==> config.mk <==
export PLATFORM = sky130hd
export DESIGN_NAME = mem_port_arbiter
export DESIGN_NICKNAME = d
export VERILOG_FILES = /design/src/rtl/mem_pkg.sv /design/src/rtl/rr_arbiter2.sv /design/src/rtl/mem_port_arbiter.sv
export SDC_FILE = /design/constraint.sdc
export NUM_CORES = 1
export LEC_CHECK = 0
export CAP_MARGIN = 5
export CORE_AREA = 3 3 100 102
export DETAILED_ROUTE_END_ITERATION = 10
export DIE_AREA = 0 0 103 105
export PLACE_DENSITY = 0.95
export SYNTH_ARGS = -nofsm -noshare
export SYNTH_HDL_FRONTEND = slang
export SYNTH_SLANG_ARGS = --single-unit
==> constraint.sdc <==
create_clock -name clk -period 2.9 [get_ports clk]
set_input_delay 0.58 -clock clk [delete_from_list [all_inputs] [get_ports clk]]
set_output_delay 0.58 -clock clk [all_outputs]
set_load 0.1 [all_outputs]
==> src/rtl/mem_pkg.sv <==
`default_nettype none
// +---------------------------------------------------------------------------+
// | mem_pkg: shared types, constants and byte-lane helpers for memory ports    |
// | Rev 1.0                                                                    |
// +---------------------------------------------------------------------------+
package mem_pkg;

  typedef logic master_idx_t;

  localparam int NUM_MASTERS = 2;

  // One byte lane of a byte-enable merge; callers replicate it per lane.
  function automatic logic [7:0] merge_bytes(
    input logic       sel,
    input logic [7:0] new_byte,
    input logic [7:0] old_byte
  );
    return sel ? new_byte : old_byte;
  endfunction

endpackage
`default_nettype wire

==> src/rtl/rr_arbiter2.sv <==
`default_nettype none
// +---------------------------------------------------------------------------+
// | rr_arbiter2: two-way round-robin arbiter for one request class             |
// | Rev 1.0                                                                    |
// +---------------------------------------------------------------------------+
module rr_arbiter2
  import mem_pkg::*;
(
  input  logic        clk,
  input  logic        rst,
  input  logic [1:0]  req,
  input  logic        advance,
  output logic [1:0]  gnt,
  output master_idx_t rr_ptr
);

  master_idx_t r_ptr;

  // The winner is always r_ptr, so handing priority to the loser is a toggle.
  always_ff @(posedge clk) begin
    if (rst) begin
      r_ptr <= 1'b0;
    end else if (advance) begin
      r_ptr <= ~r_ptr;
    end
  end

  always_comb begin
    gnt = req;
    if (req == 2'b11) begin
      gnt = r_ptr ? 2'b10 : 2'b01;
    end
  end

  assign rr_ptr = r_ptr;

endmodule
`default_nettype wire

==> src/rtl/mem_port_arbiter.sv <==
`default_nettype none
// +---------------------------------------------------------------------------+
// | mem_port_arbiter: two-master OBI-style arbiter in front of a 1W/1R RAM     |
// | Rev 1.0                                                                    |
// +---------------------------------------------------------------------------+
module mem_port_arbiter
  import mem_pkg::*;
#(
  parameter  int DATA_WIDTH = 32,
  parameter  int ADDR_WIDTH = 10,
  localparam int BAW        = ADDR_WIDTH + $clog2(DATA_WIDTH / 8)
)(
  input  logic                       clk,
  input  logic                       rst,
  input  logic [1:0]                 m_req,
  input  logic [1:0]                 m_we,
  input  logic [1:0][BAW-1:0]        m_addr,
  input  logic [1:0][DATA_WIDTH/8-1:0] m_be,
  input  logic [1:0][DATA_WIDTH-1:0] m_wdata,
  output logic [1:0]                 m_gnt,
  output logic [1:0]                 m_rvalid,
  output logic [1:0][DATA_WIDTH-1:0] m_rdata,
  output logic                       ram_wr_en,
  output logic [ADDR_WIDTH-1:0]      ram_wr_addr,
  output logic [DATA_WIDTH-1:0]      ram_wr_data,
  output logic [DATA_WIDTH/8-1:0]    ram_wr_be,
  output logic [ADDR_WIDTH-1:0]      ram_rd_addr,
  input  logic [DATA_WIDTH-1:0]      ram_rd_data
);

  localparam int c_NB  = DATA_WIDTH / 8;
  localparam int c_OFS = $clog2(c_NB);

  logic [1:0]            w_wr_req, w_rd_req, w_arb_req, w_arb_gnt;
  logic [1:0]            w_wr_gnt, w_rd_gnt;
  logic                  w_wr_cont, w_rd_cont, w_wr_any, w_rd_any, w_fwd_hit;
  master_idx_t           w_ptr, w_wr_idx, w_rd_idx;
  logic [ADDR_WIDTH-1:0] w_wr_word, w_rd_word;
  logic [1:0][DATA_WIDTH-1:0] w_rd_merged;

  logic [1:0]            r_pend_valid, r_pend_is_rd, r_fwd_match;
  logic [c_NB-1:0]       r_fwd_be;
  logic [DATA_WIDTH-1:0] r_fwd_data;

  assign w_wr_req  = rst ? 2'b00 : (m_req &  m_we);
  assign w_rd_req  = rst ? 2'b00 : (m_req & ~m_we);
  assign w_wr_cont = &w_wr_req;
  assign w_rd_cont = &w_rd_req;

  // With two masters at most one class can be contended in a given cycle.
  assign w_arb_req = w_wr_cont ? w_wr_req : (w_rd_cont ? w_rd_req : 2'b00);

  rr_arbiter2 u_rr_arbiter2 (
    .clk     (clk),
    .rst     (rst),
    .req     (w_arb_req),
    .advance (w_wr_cont | w_rd_cont),
    .gnt     (w_arb_gnt),
    .rr_ptr  (w_ptr)
  );

  assign w_wr_gnt = w_wr_cont ? w_arb_gnt : w_wr_req;
  assign w_rd_gnt = w_rd_cont ? w_arb_gnt : w_rd_req;
  assign w_wr_any = |w_wr_gnt;
  assign w_rd_any = |w_rd_gnt;
  assign w_wr_idx = w_wr_cont ? w_ptr : w_wr_req[1];
  assign w_rd_idx = w_rd_cont ? w_ptr : w_rd_req[1];
  assign m_gnt    = w_wr_gnt | w_rd_gnt;

  assign w_wr_word = m_addr[w_wr_idx][BAW-1:c_OFS];
  assign w_rd_word = m_addr[w_rd_idx][BAW-1:c_OFS];

  assign ram_wr_en   = w_wr_any;
  assign ram_wr_addr = w_wr_any ? w_wr_word         : '0;
  assign ram_wr_data = w_wr_any ? m_wdata[w_wr_idx] : '0;
  assign ram_wr_be   = w_wr_any ? m_be[w_wr_idx]    : '0;
  assign ram_rd_addr = w_rd_any ? w_rd_word         : '0;

  // The RAM is read-first, so same-word collisions are patched from the write.
  assign w_fwd_hit = w_wr_any & w_rd_any & (w_wr_word == w_rd_word);

  always_ff @(posedge clk) begin
    if (rst) begin
      r_pend_valid <= 2'b00;
      r_pend_is_rd <= 2'b00;
      r_fwd_match  <= 2'b00;
      r_fwd_be     <= '0;
      r_fwd_data   <= '0;
    end else begin
      r_pend_valid <= m_gnt;
      r_pend_is_rd <= w_rd_gnt;
      r_fwd_match  <= w_fwd_hit ? w_rd_gnt : 2'b00;
      r_fwd_be     <= w_fwd_hit ? ram_wr_be : '0;
      r_fwd_data   <= w_fwd_hit ? ram_wr_data : '0;
    end
  end

  assign m_rvalid = rst ? 2'b00 : r_pend_valid;

  for (genvar i = 0; i < NUM_MASTERS; i++) begin : g_master
    for (genvar b = 0; b < c_NB; b++) begin : g_lane
      assign w_rd_merged[i][b*8 +: 8] = merge_bytes(r_fwd_match[i] & r_fwd_be[b],
                                                    r_fwd_data[b*8 +: 8],
                                                    ram_rd_data[b*8 +: 8]);
    end
    assign m_rdata[i] = (m_rvalid[i] & r_pend_is_rd[i]) ? w_rd_merged[i] : '0;
  end

  if (c_OFS > 0) begin : g_addr_lsbs
    logic w_unused_addr_lsbs;
    assign w_unused_addr_lsbs = ^{m_addr[0][c_OFS-1:0], m_addr[1][c_OFS-1:0]};
  end

endmodule
`default_nettype wire

==> summary.txt, run 1 <==
Synthesis
  • Cell taking the most area after synthesis: dfxtp_1
  • Netlist Area Pre-Place: 3470 sq um
  • Synth Instances: 502
  • Synth area leaders: dfxtp_1, mux2i_1, a21oi_1, nand2_1, nand3_1
  • Post-synth EDFFs: 0
  • Syn Area/Cell: 6.92 sq um
  • Ys flop type: dfxtp_1
  • Netlist cell types: 35
  • Yosys top cell area share: 24.8%
  • Syn Nets: 636
  • Register area share after synthesis: 24.8%
  • Most frequent cell after synthesis: nand2_1
  • Yosys reg bits: 43
  • Yosys warns: 0
  • Synth async-reset ratio: 0%
  • Synth top cells by count: nand2_1, a21oi_1, nand3_1

Run status
  • Status: aborted with a tool error
  • Fail Step: 4_1_cts
  • Error msg: [ERROR DPL-0033] detailed placement checks failed during check placement.

Clocking
  • CTS buffer count: 5
  • CTS sink cnt: 43
  • Post-CTS Setup Repair Bufs: 4
  • Clk Tree Root Cell: clkbuf_8
  • PostCTS Resize Cnt: 41
  • Hold-fix buffer count after cts: 0
  • H-tree lvl count: 2
  • Max clock buf depth: 2

Place
  • GP Congestion: 0.890
  • Post-DP HPWL: 16200 microns
  • Placed cell areas: 8660 sq um
  • Port Buf Inserts: 254
  • Pre-CTS setup slack: -0.182 ns

Die
  • Die height: 105 microns
  • Starting Density: 37.8%
  • Die W: 103 microns
  • Io pins: 259
  • # rows: 35
stage by stage:
stage	std cells	TNS [ns]
after floorplan	502	-8.72
after global placement	873	-2.14
after detailed placement	873	-5.68
logic make-up after synthesis:
logic type,count (synthesis),share of synthesized area (%)
buffers and inverters,52,6.63
AO/OA/AOI/OAI,91,15.0
AND/OR/NAND/NOR,264,39.0
multiplexers,43,12.4
flip-flops,43,24.8
XOR/XNOR,9,2.27
==> run 2: changes to the inputs <==
--- a/config.mk
+++ b/config.mk
@@ -6,10 +6,10 @@
 export NUM_CORES = 1
 export LEC_CHECK = 0
 export CAP_MARGIN = 5
-export CORE_AREA = 3 3 100 102
+export CORE_AREA = 3 3 122 124
 export DETAILED_ROUTE_END_ITERATION = 10
-export DIE_AREA = 0 0 103 105
-export PLACE_DENSITY = 0.95
+export DIE_AREA = 0 0 125 127
+export PLACE_DENSITY_LB_ADDON = 0.15
 export SYNTH_ARGS = -nofsm -noshare
 export SYNTH_HDL_FRONTEND = slang
 export SYNTH_SLANG_ARGS = --single-unit
==> run 2 against run 1 <==
Effect of this change:
- the run now ends clean
- area after synthesis stayed put
- synthesized cell count stayed put
==> summary.txt, run 2 <==
Place
  • Post-DP HPWL: 13700 microns
  • GP Congestion: 0.824
  • Port Buf Inserts: 254

Pwr
  • Peak supply drop: 0.000286 V
  • Overall Power: 2520 uW
  • Static Leak: 0.00343 uW
  • Power density over the cells: 274 nW/um^2

Synthesis
  • Synth Area in XOR/XNOR: 2.27%
  • Synth Instances: 502
  • Mux contribution to synthesized area: 12.4%
  • Main combinational cell family by area after synthesis: simple AND/OR/NAND/NOR gates
  • Synth async-reset ratio: 0%
  • Syn Nets: 636
  • Post-Synth Simple-Gate Area: 39.0%
  • Post-Synth Adder-Cell Area: 0%
  • Post-synth EDFFs: 0
  • Yosys reg bits: 43
  • Yosys top cell area share: 24.8%
  • Synth area leaders: dfxtp_1, mux2i_1, a21oi_1, nand2_1, nand3_1
  • Netlist Area Pre-Place: 3470 sq um
  • Syn Area/Cell: 6.92 sq um
  • Cell taking the most area after synthesis: dfxtp_1
  • Synth top cells by count: nand2_1, a21oi_1, nand3_1
  • Most frequent cell after synthesis: nand2_1
  • Register area share after synthesis: 24.8%
  • Yosys warns: 0
  • Ys flop type: dfxtp_1
  • Synth Area in Compound Gates: 15.0%
  • Netlist cell types: 35

Setup path
  • CP endpoint kind: output pin
  • Slowest-stage cell, CP: clkdlybuf4s50_1
  • Worst EP arrival: 2.25 ns
  • Slowest stage delay, CP: 0.50 ns
  • CP startpoint kind: primary input
  • Worst Path Max Fanout: 3
  • Required time worst endpoint: 2.32 ns
  • Worst path cell trace: clkdlybuf4s50_1, buf_4, nand2_1, a21o_4, nor2_1, a22o_1, buf_12
  • Setup CP Type: in -> out

Detailed routing
  • First DRT Iteration DRCs: 213
  • DR vias: 4823
  • DRT Pass-1 Iters: 4
  • Remaining DRCs: 0
  • DRT antenna net count: 0
  • Vias per cell: 5.00
  • Routed Wire Length: 17000 microns
  • Post-DR wirelength/cell: 17.7 microns

Cells and area
  • Top flop regs: r_fwd_data x32, r_fwd_be x4
  • Leading cell types in the layout, fill and taps excluded: buf_12, clkdlybuf4s50_1, nand2_1, a21oi_4, nand3_1
  • Layout Nets: 917
  • Max reg flops: 32
  • P&R area growth vs syn: 165%
  • Commonest non-fill, non-tap cell in the layout: buf_12
  • Ant diodes: 0
  • FILL cells: 1058
  • Largest Register: r_fwd_data
  • Layout cells sized above 1: 46.2%

Die
  • # rows: 43
  • Die W: 125 microns
  • Die height: 127 microns
  • Io pins: 259
  • Starting Density: 25.0%
  • Placeable Area: 13900 sq um
  • Die area: 15900 sq um

Timing
  • Fraction of the cycle the final worst path needs: 97.6%
  • Hold Vio Cnt, Final: 0
  • Max Slew Vio Count: 0
  • Max transition margin: 39.9%
  • Slew of the pin with the lowest slew margin: 0.900 ns
  • Clock Skew: 0.00813 ns
  • Min cycle time layout: 2.83 ns
  • Top achievable clock speed: 353 MHz
  • RSZ-0062 raised after global routing: false
  • Fin Setup TNS: 0 ns
  • Endpoints failing setup: 0

Clocking
  • CTS sink cnt: 43
  • CTS buffer count: 5
  • CTS tree: built
  • H-tree lvl count: 2
  • CTS clock-pin slew for the worst setup and hold paths: 0.07 ns
  • Clk Tree Root Cell: clkbuf_16
  • Clock latency on the worst-skew pair: 0.29 ns
  • Max clock buf depth: 2

GRT
  • Initial antenna violation count: 0
  • First-pass GRT wire length: 27100 microns
  • GRT Util Overall: 20.6%
  • Vias in the first global route: 5045
  • Largest net degree at the start of global routing: 39
  • GR Overflow Total: 0

Run status
  • Status: finished, final reports clean

Hold path
  • Worst min-delay path class: reg -> reg

Flow run
  • Max Cap Viol: 0
## run 2: cell counts after synthesis
No cell type changed its count.
## run 2: report_power, final
part | switching [uW] | total [uW] | internal [uW]
sequential | 10.2 | 612 | 602
clock | 232 | 725 | 493
combinational | 685 | 1190 | 501
total | 928 | 2520 | 1600
## run 2: cells by family (layout without fill, tap and decap cells)
family	Yosys count	count (layout)
buffers and inverters	52	334
multiplexers	43	43
flip-flops	43	43
XOR/XNOR	9	9
AND/OR/NAND/NOR	264	264
AO/OA/AOI/OAI	91	91
## run 2: cell type report
type	instances	area [sq um]	area share, %
clock inverters	3	67.6	0.734
clock buffers	5	125	1.36
inverters	5	18.8	0.204
well taps	180	225	2.45
flip-flops and latches	43	861	9.35
multi-input cells	407	3460	37.6
repair buffers	321	4440	48.3
## run 2: critical path, delay by kind of cell
family	cells	cell delay, ns
AND/OR/NAND/NOR	2	0.30
AO/OA/AOI/OAI	2	0.52
buffers and inverters	3	0.85
## run 2: final timing paths
path | end | slack [ns] | from | cells past startpoint
hold reg to reg | r_pend_valid[0] | 0.56 | u_rr_arbiter2.rr_ptr | 1
hold / removal | r_pend_valid[0] | 0.56 | u_rr_arbiter2.rr_ptr | 1
setup reg to reg | r_fwd_data[3] | 0.56 | u_rr_arbiter2.rr_ptr | 6
setup / recovery | ram_wr_data[27] | 0.07 | m_we[0] | 7
## run 2: repair_timing
| item | CTS | global route |
|---|---|---|
| pin swaps | 4 | 2 |
| gates cloned | 0 | 1 |
| gates resized for setup | 21 | 12 |
| setup buffers | 1 | 0 |
| hold buffers | 0 | 0 |
| endpoints found under the setup margin | 42 | 55 |
## run 2: metal layers
metal / up-vias / GRT usage [%] / part of all wire [%]
li1: 2323 / - / -
met1: 2280 / 23.1 / 38
met2: 196 / 38.9 / 52
met3: 24 / 4.72 / 7.4
met4: 0 / 5.99 / 2.6
met5: - / 0 / 0
## run 2: metrics by stage
step	instances	worst slack [ns]	utilization [%]	area (sq um)	hold WS (ns)
after floorplan	502	-0.448	-	4510	0.478
after global placement	954	-0.109	64.0	8880	0.504
after detailed placement	954	-0.124	64.0	8880	0.541
after CTS	963	-0.0229	66.0	9170	0.564
after global routing	964	0.00616	66.3	9200	0.599
final	964	0.0701	66.3	9200	0.562
Note: power is estimated with default switching activity, not from simulation.
